$ cat src/rtl/riscv_fetch_pkg.sv
// riscv_fetch_pkg: shared constants and prefetch queue entry type for the fetch path.
package riscv_fetch_pkg;
    localparam int          INSTR_W    = 32;
    localparam logic [31:0] RESET_PC   = 32'h0040_0000;
    localparam int          FIFO_DEPTH = 4;

    typedef struct packed {
        logic [31:0]        pc;
        logic [INSTR_W-1:0] instr;
    } fetch_entry_t;
endpackage

$ cat src/rtl/fetch_fifo.sv
// fetch_fifo: prefetch queue with flush; storage is left unreset, only pointers and count reset.
module fetch_fifo
    import riscv_fetch_pkg::*;
#(
    parameter type entry_t = fetch_entry_t,
    parameter int  DEPTH   = FIFO_DEPTH
) (
    input  logic                       clk,
    input  logic                       rst_n,
    input  logic                       i_push,
    input  logic                       i_pop,
    input  logic                       i_flush,
    input  entry_t                     i_entry,
    output entry_t                     o_head,
    output logic [$clog2(DEPTH+1)-1:0] o_count
);
    localparam int PW = $clog2(DEPTH);
    localparam int CW = $clog2(DEPTH+1);

    entry_t        r_mem [DEPTH];
    logic [PW-1:0] r_wr_ptr;
    logic [PW-1:0] r_rd_ptr;
    logic [CW-1:0] r_count;

    assign o_head  = r_mem[r_rd_ptr];
    assign o_count = r_count;

    // DEPTH is a power of two, so pointer wrap is plain overflow
    always_ff @(posedge clk or negedge rst_n) begin
        if (!rst_n) begin
            r_wr_ptr <= '0;
            r_rd_ptr <= '0;
            r_count  <= '0;
        end else if (i_flush) begin
            r_wr_ptr <= '0;
            r_rd_ptr <= '0;
            r_count  <= '0;
        end else begin
            if (i_push) r_wr_ptr <= r_wr_ptr + PW'(1);
            if (i_pop)  r_rd_ptr <= r_rd_ptr + PW'(1);
            r_count <= r_count + CW'(i_push) - CW'(i_pop);
        end
    end

    always_ff @(posedge clk) begin
        if (i_push && !i_flush) r_mem[r_wr_ptr] <= i_entry;
    end
endmodule

$ cat src/rtl/instr_fetch_unit.sv
// instr_fetch_unit: sequential instruction fetch from a combinational ROM into a prefetch queue,
// with branch redirect flushing the queue.
module instr_fetch_unit #(
    parameter int          DATA_WIDTH = riscv_fetch_pkg::INSTR_W,
    parameter int          ADDR_WIDTH = 10,
    parameter logic [31:0] RESET_PC   = riscv_fetch_pkg::RESET_PC,
    parameter int          FIFO_DEPTH = riscv_fetch_pkg::FIFO_DEPTH
) (
    input  logic                  clk,
    input  logic                  rst_n,
    output logic [ADDR_WIDTH-1:0] rom_addr,
    input  logic [DATA_WIDTH-1:0] rom_rd,
    input  logic                  redirect_valid,
    input  logic [31:0]           redirect_pc,
    output logic                  out_valid,
    input  logic                  out_ready,
    output logic [DATA_WIDTH-1:0] out_instr,
    output logic [31:0]           out_pc,
    output logic [31:0]           out_pc_plus4
);
    localparam int CW = $clog2(FIFO_DEPTH+1);

    typedef struct packed {
        logic [31:0]           pc;
        logic [DATA_WIDTH-1:0] instr;
    } entry_t;

    logic [31:0]           r_fetch_pc;
    logic [ADDR_WIDTH+1:0] w_offset;
    logic [CW-1:0]         w_count;
    logic                  w_push;
    logic                  w_pop;
    entry_t                w_tail;
    entry_t                w_head;

    // low bits of the full subtraction equal the subtraction of the low bits
    assign w_offset     = r_fetch_pc[ADDR_WIDTH+1:0] - RESET_PC[ADDR_WIDTH+1:0];
    assign rom_addr     = ADDR_WIDTH'(w_offset >> 2);
    assign out_valid    = w_count != '0;
    assign w_pop        = out_valid && out_ready;
    assign w_push       = !redirect_valid && (w_count < CW'(FIFO_DEPTH) || w_pop);
    assign w_tail       = '{pc: r_fetch_pc, instr: rom_rd};
    assign out_instr    = out_valid ? w_head.instr : '0;
    assign out_pc       = out_valid ? w_head.pc : '0;
    assign out_pc_plus4 = out_valid ? w_head.pc + 32'd4 : '0;

    always_ff @(posedge clk or negedge rst_n) begin
        if (!rst_n)              r_fetch_pc <= RESET_PC;
        else if (redirect_valid) r_fetch_pc <= redirect_pc & ~32'd3;
        else if (w_push)         r_fetch_pc <= r_fetch_pc + 32'd4;
    end

    fetch_fifo #(
        .entry_t (entry_t),
        .DEPTH   (FIFO_DEPTH)
    ) u_fifo (
        .clk     (clk),
        .rst_n   (rst_n),
        .i_push  (w_push),
        .i_pop   (w_pop),
        .i_flush (redirect_valid),
        .i_entry (w_tail),
        .o_head  (w_head),
        .o_count (w_count)
    );
endmodule
$ cat config.mk
export PLATFORM = sky130hd
export DESIGN_NAME = instr_fetch_unit
export DESIGN_NICKNAME = d
export VERILOG_FILES = /design/src/rtl/riscv_fetch_pkg.sv /design/src/rtl/fetch_fifo.sv /design/src/rtl/instr_fetch_unit.sv
export SDC_FILE = /design/constraint.sdc
export NUM_CORES = 1
export LEC_CHECK = 0
export BUFFER_PORTS_ARGS = -buffer_cell sky130_fd_sc_hd__buf_4
export CAP_MARGIN = 15
export CORE_MARGIN = 2
export CORE_UTILIZATION = 54
export CTS_BUF_LIST = sky130_fd_sc_hd__clkbuf_4
export CTS_CLUSTER_SIZE = 10
export DETAILED_ROUTE_END_ITERATION = 10
export GPL_TIMING_DRIVEN = 0
export PLACE_DENSITY = 0.9
export SYNTH_ARGS = -nofsm -noshare
export SYNTH_HDL_FRONTEND = slang
export SYNTH_SLANG_ARGS = --single-unit
$ cat constraint.sdc
create_clock -name clk -period 3 [get_ports clk]
set_input_delay 0.45 -clock clk [delete_from_list [all_inputs] [get_ports clk]]
set_output_delay 0.45 -clock clk [all_outputs]
set_load 0.01 [all_outputs]
==> results.cfg, run 1 <==
[status]
outcome = complete, but fails checks
violations = negative setup slack

[synth]
netlist_area_sq_um = 12300
ys.flop_type = edfxtp_1
syn_area_per_cell_sq_um = 16.1
yosys_warnings = 0
synth-edff-count = 248
yosys-top-cells-area = edfxtp_1 60%, mux4_2 8.9%, dfrtp_1 7.3%
yosys.area.top_type_share_pct = 60.4
synth.distinct_cells = 44
ys_ff_latch = 285
ys_seq_area_share_pct = 67.9
synthArstFlopShare_pct = 13.0
yosys.area.top_type = edfxtp_1
postSynthCellCount = 767

[global_route]
overflow = 0
antenna_found_initial = 1
grt_pass1_vias = 8619
grt_max_degree = 58
grt_usage_pct = 25.6
grt_pass1_wl_um = 46600

[worst_setup_path]
worstPathMaxFanout = 6
critPathArrivalTime_ns = 3.25
max_stage_delay_ns = 0.55
critical_path_class = reg -> out
cp_top_family = simple AND/OR/NAND/NOR gates
cp-start-kind = flop
path_cells = buf_8 > buf_12 > mux4_2 > nand3_4 > or4_4 > buf_6 > or3_4 > a21oi_2 > buf_4
rrSetupSlack_ns = 0.16
required_ns = 2.55
r2r_cells = 6
r2r-start = r_fetch_pc[4]
cp-end-kind = output pin
crit_buf_inv = 4
cp_slowest_cell = or4_4
worstReg2RegEnd = r_fetch_pc[31]

[placement]
dp_hpwl_um = 18100
gp_congestion = 0.875
portBuffers = 167
pre_cts_slack_ns = -0.537

[power]
clkPwrFrac_pct = 23.2
powerDensity_nw_per_um2 = 838
p_sw_share_pct = 32.2
p_switching_mw = 4.38
seq_power_share_pct = 37.2
internal-power_mw = 9.24
combPwrFrac_pct = 39.6
p_leak_nw = 6.16
ir_worst_vdd_mv = 0.423

[floorplan]
die_area_sq_um = 24100
initial_core_util_pct = 54.8
chipHeight_um = 155
ios = 175
core_sq_um = 22500
chipWidth_um = 155
row_count = 55

[timing]
finalSetupViolations = 61
setup_tns_ns = -18.95
fin_ws_ns = -0.698
hold_viol = 0
fin_skew_ns = 0.0388
period_minus_slack_ns = 3.70
clock.fmax_mhz = 270
relSlewSlack_pct = 36.8
worstMarginPinSlew_ns = 0.939
layout_worst_path_cycle_share_pct = 123
drv_slew = 0
rsz0062_at_grt = true

[clocking]
cts_root_buf = clkbuf_4
clkTransAtPathRegs_ns = 0.07
cts_buffer_depth = 3
cts_num_sinks = 285
cts_htree_levels = 3
cts_tree = done
cts_made_buffers = 71
insertion_delay_ns = 0.66

[cells_and_area]
synthToLayoutAreaGrowth_pct = 31.7
final_cell_mix = 248 x edfxtp_1, 208 x buf_4, 110 x clkbuf_4, 63 x and2_1, 60 x mux4_2
layout_commonest_cell = edfxtp_1
final_nets = 1179
drive_gt1_share_pct = 41.6

[drt]
ant_nets = 0
wl_um = 31000
drt_pass1_iterations = 5
drt-vias-per-instance = 5.80
drc_errors = 0
drt-wirelength-per-cell_um = 21.6
drt_iter0_drc = 886
vias = 8334

[worst_hold_path]
min_to = r_fetch_pc[24]
hold_path_depth = 3
hp-start = redirect_pc[24]
min_path_type = in -> reg

[job]
maxCapViolCount = 0
## kinds of logic (layout without fill, tap and decap cells)
logic type	count (synthesis)	after routing	synth area share (%)
flops	285	285	67.9
simple gates	239	239	10.2
mux	77	77	13.1
buf+inv	71	452	2.99
compound gates	47	47	2.07
xor+xnor	38	38	2.70
fa+ha+maj	9	9	0.974
other cells	1	5	0.0304
## power groups by stage
stage / Clock (mW) / Combinational, mW / Sequential (mW)
finish: 3.16 / 5.39 / 5.06
global placement: 0 / 4.30 / 5.11
detailed placement: 0 / 4.48 / 5.11
global route: 3.42 / 5.69 / 5.09
CTS: 3.20 / 5.12 / 5.05
floorplan: 0 / 2.57 / 5.06
## what timing repair did
item                                    CTS  global route
hold buffers                             51             0
cloned                                    3             0
hold endpoints to repair                182             0
pin swaps                                20            13
endpoints found under the setup margin   95            82
resized for setup                       105            20
setup buffers                            25            10
## Yosys cell counts (2+ instances only)
cell type and count:
a31o_2 4, buf_4 15, buf_2 6, nand3_2 2, nor4_1 8, edfxtp_1 248, and2_1 63, xnor2_1 29
inv_1 20, xor2_1 9, buf_6 3, mux4_1 13, clkbuf_1 25, or3_2 2, nor2b_1 2, a31oi_1 4
ha_1 8, a21oi_1 7, dfrtp_1 36, mux4_2 49, or3_1 6, mux2_2 13, nor3_1 16, and3_1 15
nand2_1 48, nand3_1 13, nor2_1 44, nand4_1 12, o21ai_0 32
## how the worst max path moves through the flow
stage	slack, ns	startpoint	end	cells after the start
6_report	-0.70	u_fifo.r_rd_ptr[0]	out_pc_plus4[23]	9
5_1_grt	-0.78	u_fifo.r_rd_ptr[0]	out_pc_plus4[23]	9
2_1_floorplan	0.11	redirect_valid	u_fifo.r_mem[0][0]	4
4_1_cts	-0.70	u_fifo.r_rd_ptr[0]	out_pc_plus4[15]	9
3_3_place_gp	-1.15	out_ready	u_fifo.r_mem[0][6]	4
3_5_place_dp	-0.54	u_fifo.r_rd_ptr[1]	out_pc_plus4[18]	9
## cell type report
cell class / count / area, sq um
diodes: 1 / 2.50
well taps: 285 / 357
clock inverters: 15 / 82.6
inverters: 20 / 75.1
plain buffers: 50 / 385
repair buffers: 260 / 2270
fillers: 1320 / 6260
flip-flops and latches: 285 / 8380
multi-input cells: 414 / 3900
clock buffers: 107 / 803
## worst min-delay path: stages
cell     delay (ns)
buf_4          0.08
nand2_1        0.05
o21ai_0        0.06
## metal layers
metal	part of all wire [%]	track usage [%]
met3	8.4	5.57
met4	4.0	12.4
met5	0	0
met2	52	44.0
met1	36	31.1
## registers in the layout (all words and copies together) (netlist names)
signal and cells:
r_fetch_pc 30, u_fifo.o_count 3, u_fifo.r_mem 248, u_fifo.r_rd_ptr 2
u_fifo.r_wr_ptr 2
## stage by stage
| step | std cells | power [mW] | instance area (sq um) | util, % | hold WS [ns] |
|---|---|---|---|---|---|
| global route | 1437 | 14.2 | 16200 | 72.2 | 0.00521 |
| finish | 1437 | 13.6 | 16200 | 72.2 | 0.0329 |
| global placement | 1222 | 9.42 | 14000 | 62.0 | 0.443 |
| detailed placement | 1226 | 9.60 | 14100 | 62.6 | 0.447 |
| floorplan | 770 | 7.63 | 12300 | - | 0.154 |
| CTS | 1426 | 13.4 | 16100 | 71.5 | 0.00342 |
No activity file was read; power rests on OpenSTA's default activity.
==> inputs of run 2 (changes only) <==
--- a/config.mk
+++ b/config.mk
@@ -13,6 +13,7 @@
 export CTS_CLUSTER_SIZE = 10
 export DETAILED_ROUTE_END_ITERATION = 10
 export GPL_TIMING_DRIVEN = 0
+export HOLD_SLACK_MARGIN = 0.06
 export PLACE_DENSITY = 0.9
 export SYNTH_ARGS = -nofsm -noshare
 export SYNTH_HDL_FRONTEND = slang
==> results.cfg, run 2 (same netlist as run 1, synthesis figures left out) <==
[floorplan]
initial_core_util_pct = 54.8
chipWidth_um = 155
ios = 175
chipHeight_um = 155
die_area_sq_um = 24100
core_sq_um = 22500
row_count = 55

[placement]
gp_congestion = 0.875
dp_hpwl_um = 18100
portBuffers = 167

[cells_and_area]
regArea_sq_um = 8370
synthToLayoutAreaGrowth_pct = 35.1
final_nets = 1187
layout_commonest_cell = edfxtp_1
top_register = u_fifo.r_mem
drive_gt1_share_pct = 45.0
final_cell_mix = 248 x edfxtp_1, 157 x buf_4, 109 x clkbuf_4, 63 x buf_6, 60 x mux4_2
multiInputGateArea_sq_um = 4040
fill_cells = 1253
largest_reg_flops = 248

[clocking]
cts_made_buffers = 71
cts_htree_levels = 3
insertion_delay_ns = 0.66
cts_num_sinks = 285
cts_tree = done
cts_root_buf = clkbuf_4
clkTransAtPathRegs_ns = 0.07
cts_buffer_depth = 3

[global_route]
grt_max_degree = 58
grt_usage_pct = 25.7
overflow = 0
antenna_found_initial = 1
grt_pass1_vias = 8668
grt_pass1_wl_um = 46700

[power]
power_mw = 14.3
powerDensity_nw_per_um2 = 858
ir_worst_vdd_mv = 0.427
p_leak_nw = 6.35

[worst_setup_path]
required_ns = 2.55
cpMostUsedCell = buf_6
critPathArrivalTime_ns = 3.33
worstPathMaxFanout = 6
max_stage_delay_ns = 0.55
cp-start-kind = flop
critical_path_class = reg -> out
cp-end-kind = output pin
path_cells = buf_8 > buf_12 > mux4_2 > nand3_4 > or4_4 > buf_6 > buf_6 > o21ai_0 > a21oi_2 > buf_4
cp_slowest_cell = or4_4

[job]
maxCapViolCount = 0

[timing]
clock.fmax_mhz = 265
setup_tns_ns = -18.77
finalSetupViolations = 58
period_minus_slack_ns = 3.78
fin_ws_ns = -0.779
relSlewSlack_pct = 36.3
drv_slew = 0
layout_worst_path_cycle_share_pct = 126
rsz0062_at_grt = true
hold_viol = 0
fin_skew_ns = 0.0384
worstMarginPinSlew_ns = 0.947

[status]
outcome = complete, but fails checks
violations = negative setup slack

[drt]
vias = 8398
drt-wirelength-per-cell_um = 22.8
ant_nets = 0
wl_um = 32900
drt_pass1_iterations = 7
drt_iter0_drc = 879
drc_errors = 0
drt-vias-per-instance = 5.81

[worst_hold_path]
min_path_type = in -> reg
-- run 2: final timing paths --
check,slack (ns),endpoint,depth (start not counted),startpoint
max,-0.78,out_pc_plus4[15],10,u_fifo.r_rd_ptr[0]
min reg2reg,0.58,u_fifo.r_mem[2][44],0,r_fetch_pc[12]
min,0.12,r_fetch_pc[29],3,redirect_pc[29]
max in group asynchronous,2.31,r_fetch_pc[6],2,rst_n
max reg2reg,0.16,r_fetch_pc[31],6,r_fetch_pc[4]
min in group asynchronous,0.30,u_fifo.r_wr_ptr[1],2,rst_n
-- run 2: through the flow --
| step | util [%] | hold WS (ns) | instances | area, sq um | setup WS [ns] |
|---|---|---|---|---|---|
| 2_1_floorplan | - | 0.154 | 770 | 12300 | 0.107 |
| 3_3_place_gp | 62.0 | 0.443 | 1222 | 14000 | -1.15 |
| 3_5_place_dp | 62.6 | 0.447 | 1226 | 14100 | -0.537 |
| 4_1_cts | 71.8 | 0.0627 | 1433 | 16200 | -0.704 |
| 5_1_grt | 74.0 | 0.0952 | 1445 | 16700 | -0.807 |
| 6_report | 74.0 | 0.122 | 1445 | 16700 | -0.779 |
-- run 2: area by class of cell --
type | instances | share of cell area [%]
flip-flops and latches | 285 | 50.3
multi-input cells | 414 | 24.3
repair buffers | 268 | 15.2
clock buffers | 107 | 4.82
plain buffers | 50 | 2.33
well taps | 285 | 2.14
clock inverters | 15 | 0.496
inverters | 20 | 0.451
diodes | 1 | 0.0150
-- run 2: routing by layer --
metal  GRT usage, %  up-vias  part of all wire, %
met1           31.0     4139                   36
met3           5.49      106                  7.6
li1               -     3631                    -
met2           44.2      522                   53
met5              0        -                    0
met4           12.4        0                  4.0
-- run 2: power by group --
| part | leakage, nW | switching [mW] | internal [mW] |
|---|---|---|---|
| clock network | 0.536 | 1.49 | 1.71 |
| registers | 2.73 | 0.232 | 4.84 |
| logic | 3.08 | 2.89 | 3.13 |
| total | 6.35 | 4.62 | 9.68 |
-- run 2: what timing repair did --
action	CTS	global route
cloned	3	0
setup endpoints to repair	95	82
buffers inserted	25	12
endpoints found under the hold margin	189	1
hold buffers	58	1
pin swaps	20	14
resized for setup	105	119
-- run 2: critical path: cells and delay by family, from the launching register on --
family | cells | cell delay (ns)
AO/OA/AOI/OAI | 2 | 0.43
buffers and inverters | 5 | 0.74
flip-flops | 1 | 0.42
multiplexers | 1 | 0.42
AND/OR/NAND/NOR | 2 | 0.66
==> inputs of run 3 (changes only) <==
--- a/config.mk
+++ b/config.mk
@@ -5,16 +5,16 @@
 export SDC_FILE = /design/constraint.sdc
 export NUM_CORES = 1
 export LEC_CHECK = 0
-export BUFFER_PORTS_ARGS = -buffer_cell sky130_fd_sc_hd__buf_4
 export CAP_MARGIN = 15
 export CORE_MARGIN = 2
-export CORE_UTILIZATION = 54
+export CORE_UTILIZATION = 59
 export CTS_BUF_LIST = sky130_fd_sc_hd__clkbuf_4
 export CTS_CLUSTER_SIZE = 10
 export DETAILED_ROUTE_END_ITERATION = 10
+export DONT_BUFFER_PORTS = 1
 export GPL_TIMING_DRIVEN = 0
 export HOLD_SLACK_MARGIN = 0.06
-export PLACE_DENSITY = 0.9
+export PLACE_DENSITY = 0.89
 export SYNTH_ARGS = -nofsm -noshare
 export SYNTH_HDL_FRONTEND = slang
 export SYNTH_SLANG_ARGS = --single-unit
==> results.cfg, run 3 (same netlist as run 1, synthesis figures left out) <==
[clocking]
insertion_delay_ns = 0.67
cts_buffer_depth = 3
cts_tree = done
cts_root_buf = clkbuf_4
cts_htree_levels = 3
clkTransAtPathRegs_ns = 0.07
cts_made_buffers = 72
cts_num_sinks = 285

[worst_setup_path]
critPathArrivalTime_ns = 3.16
r2r-start = r_fetch_pc[4]
max_stage_delay_ns = 0.60
r2r_cells = 6
worstReg2RegEnd = r_fetch_pc[27]
worstPathMaxFanout = 6
cp_slowest_cell = or4_4
required_ns = 2.55
critical_path_class = reg -> out
path_cells = buf_12 > buf_12 > mux4_2 > nand3_4 > or4_4 > buf_6 > or3_4 > a21oi_4
cp-end-kind = output pin
rrSetupSlack_ns = 0.29
cpMostUsedCell = buf_12
cp-start-kind = flop

[drt]
drt-wirelength-per-cell_um = 23.1
drt_iter0_drc = 692
met1_length_um = 10400
drc_errors = 0
ant_nets = 0
wl_um = 29100
drt-vias-per-instance = 6.04
drt_pass1_iterations = 6
vias = 7636
met3_wirelength_um = 2380
highest_layer = met4
wl_met2_um = 15400

[timing]
finalSetupViolations = 53
period_minus_slack_ns = 3.61
hold_viol = 0
worstMarginPinSlew_ns = 0.900
clock.fmax_mhz = 277
relSlewSlack_pct = 39.5
layout_worst_path_cycle_share_pct = 120
rsz0062_at_grt = true
fin_skew_ns = 0.0506
drv_slew = 0
setup_tns_ns = -13.66
timing.hold.ws_ns = 0.192
fin_ws_ns = -0.614

[global_route]
grt_pass1_vias = 7913
overflow = 0
grt_usage_pct = 26.6
grt_max_degree = 55
antenna_found_initial = 2
grt_pass1_wl_um = 43900

[cells_and_area]
layout_commonest_cell = edfxtp_1
final_util_pct = 73.5
top_register = u_fifo.r_mem
largest_reg_flops = 248
final_cell_mix = 248 x edfxtp_1, 111 x clkbuf_4, 64 x dlygate4sd3_1, 63 x and2_1, 61 x mux4_2
finalInstanceArea_sq_um = 15000
final_nets = 1016
drive_gt1_share_pct = 30.5
finalNonFillerCells = 1264
synthToLayoutAreaGrowth_pct = 21.4

[power]
p_leak_nw = 5.26
power_mw = 12.5
ir_worst_vdd_mv = 0.370
powerDensity_nw_per_um2 = 833

[worst_hold_path]
hp-start = out_ready
min_to = u_fifo.r_rd_ptr[0]
min_path_type = in -> reg
hold_path_depth = 3

[placement]
pre_cts_slack_ns = -0.533
dp_hpwl_um = 17000
dpl-instance-area_sq_um = 12800
dp.cells = 1044
portBuffers = 0
gp_congestion = 0.838

[floorplan]
initial_core_util_pct = 60.6
chipWidth_um = 149
die_area_sq_um = 22100
ios = 175
row_count = 52
core_sq_um = 20400
chipHeight_um = 149

[job]
maxCapViolCount = 0

[status]
outcome = complete, but fails checks
violations = negative setup slack
-- run 3: changes by cell type in the layout (fill, tap and decap cells not counted), sizes merged --
cell,change
buf,-178
bufbuf,-1
bufinv,+1
clkbuf,+4
clkinv,+5
diode,+1
dlygate4sd3,+5
inv,-3
-- run 3: worst max-delay path: cells and delay by family (launching register included) --
family                 cells  cell delay [ns]
buffers and inverters      3             0.45
AOI/OAI and AO/OA          1             0.16
and+or+nand+nor            3             1.05
muxes                      1             0.40
DFF                        1             0.45
-- run 3: area by class of cell --
type / count / area [sq um]
Sequential cell: 285 / 8380
Fill cell: 1186 / 5400
Multi-Input combinational cell: 414 / 3860
Timing Repair Buffer: 96 / 1010
Clock buffer: 109 / 818
Buffer: 50 / 367
Tap cell: 270 / 338
Clock inverter: 18 / 120
Inverter: 20 / 75.1
Antenna cell: 2 / 5.00
-- run 3: timing repair --
item | CTS | global route
endpoints found under the setup margin | 95 | 66
setup buffers | 21 | 5
resized for setup | 95 | 13
cloned | 2 | 0
hold buffers | 65 | 0
pin swaps | 19 | 7
hold endpoints to repair | 197 | 0
-- run 3: power breakdown --
group / internal (mW) / switching, mW / leakage, nW
clock: 1.83 / 1.52 / 0.555
combinational: 1.69 / 2.36 / 1.97
sequential: 4.84 / 0.228 / 2.73
-- run 3: worst max-delay path by stage --
| stage | startpoint | to | slack [ns] | depth (start not counted) |
|---|---|---|---|---|
| 2_1_floorplan | redirect_valid | u_fifo.r_mem[0][0] | 0.11 | 4 |
| 3_5_place_dp | u_fifo.r_rd_ptr[1] | out_pc_plus4[24] | -0.53 | 8 |
| 3_3_place_gp | redirect_valid | u_fifo.r_mem[0][16] | -1.13 | 4 |
| 5_1_grt | u_fifo.r_rd_ptr[0] | out_pc_plus4[29] | -0.68 | 7 |
| 6_report | u_fifo.r_rd_ptr[0] | out_pc_plus4[23] | -0.61 | 8 |
| 4_1_cts | u_fifo.r_rd_ptr[0] | out_pc_plus4[23] | -0.61 | 8 |
-- run 3: per-layer routing --
| layer | global-route usage [%] | up-vias |
|---|---|---|
| li1 | - | 3279 |
| met1 | 31.8 | 3799 |
| met2 | 46.8 | 471 |
| met3 | 5.55 | 87 |
| met4 | 12.1 | 0 |
| met5 | 0 | - |
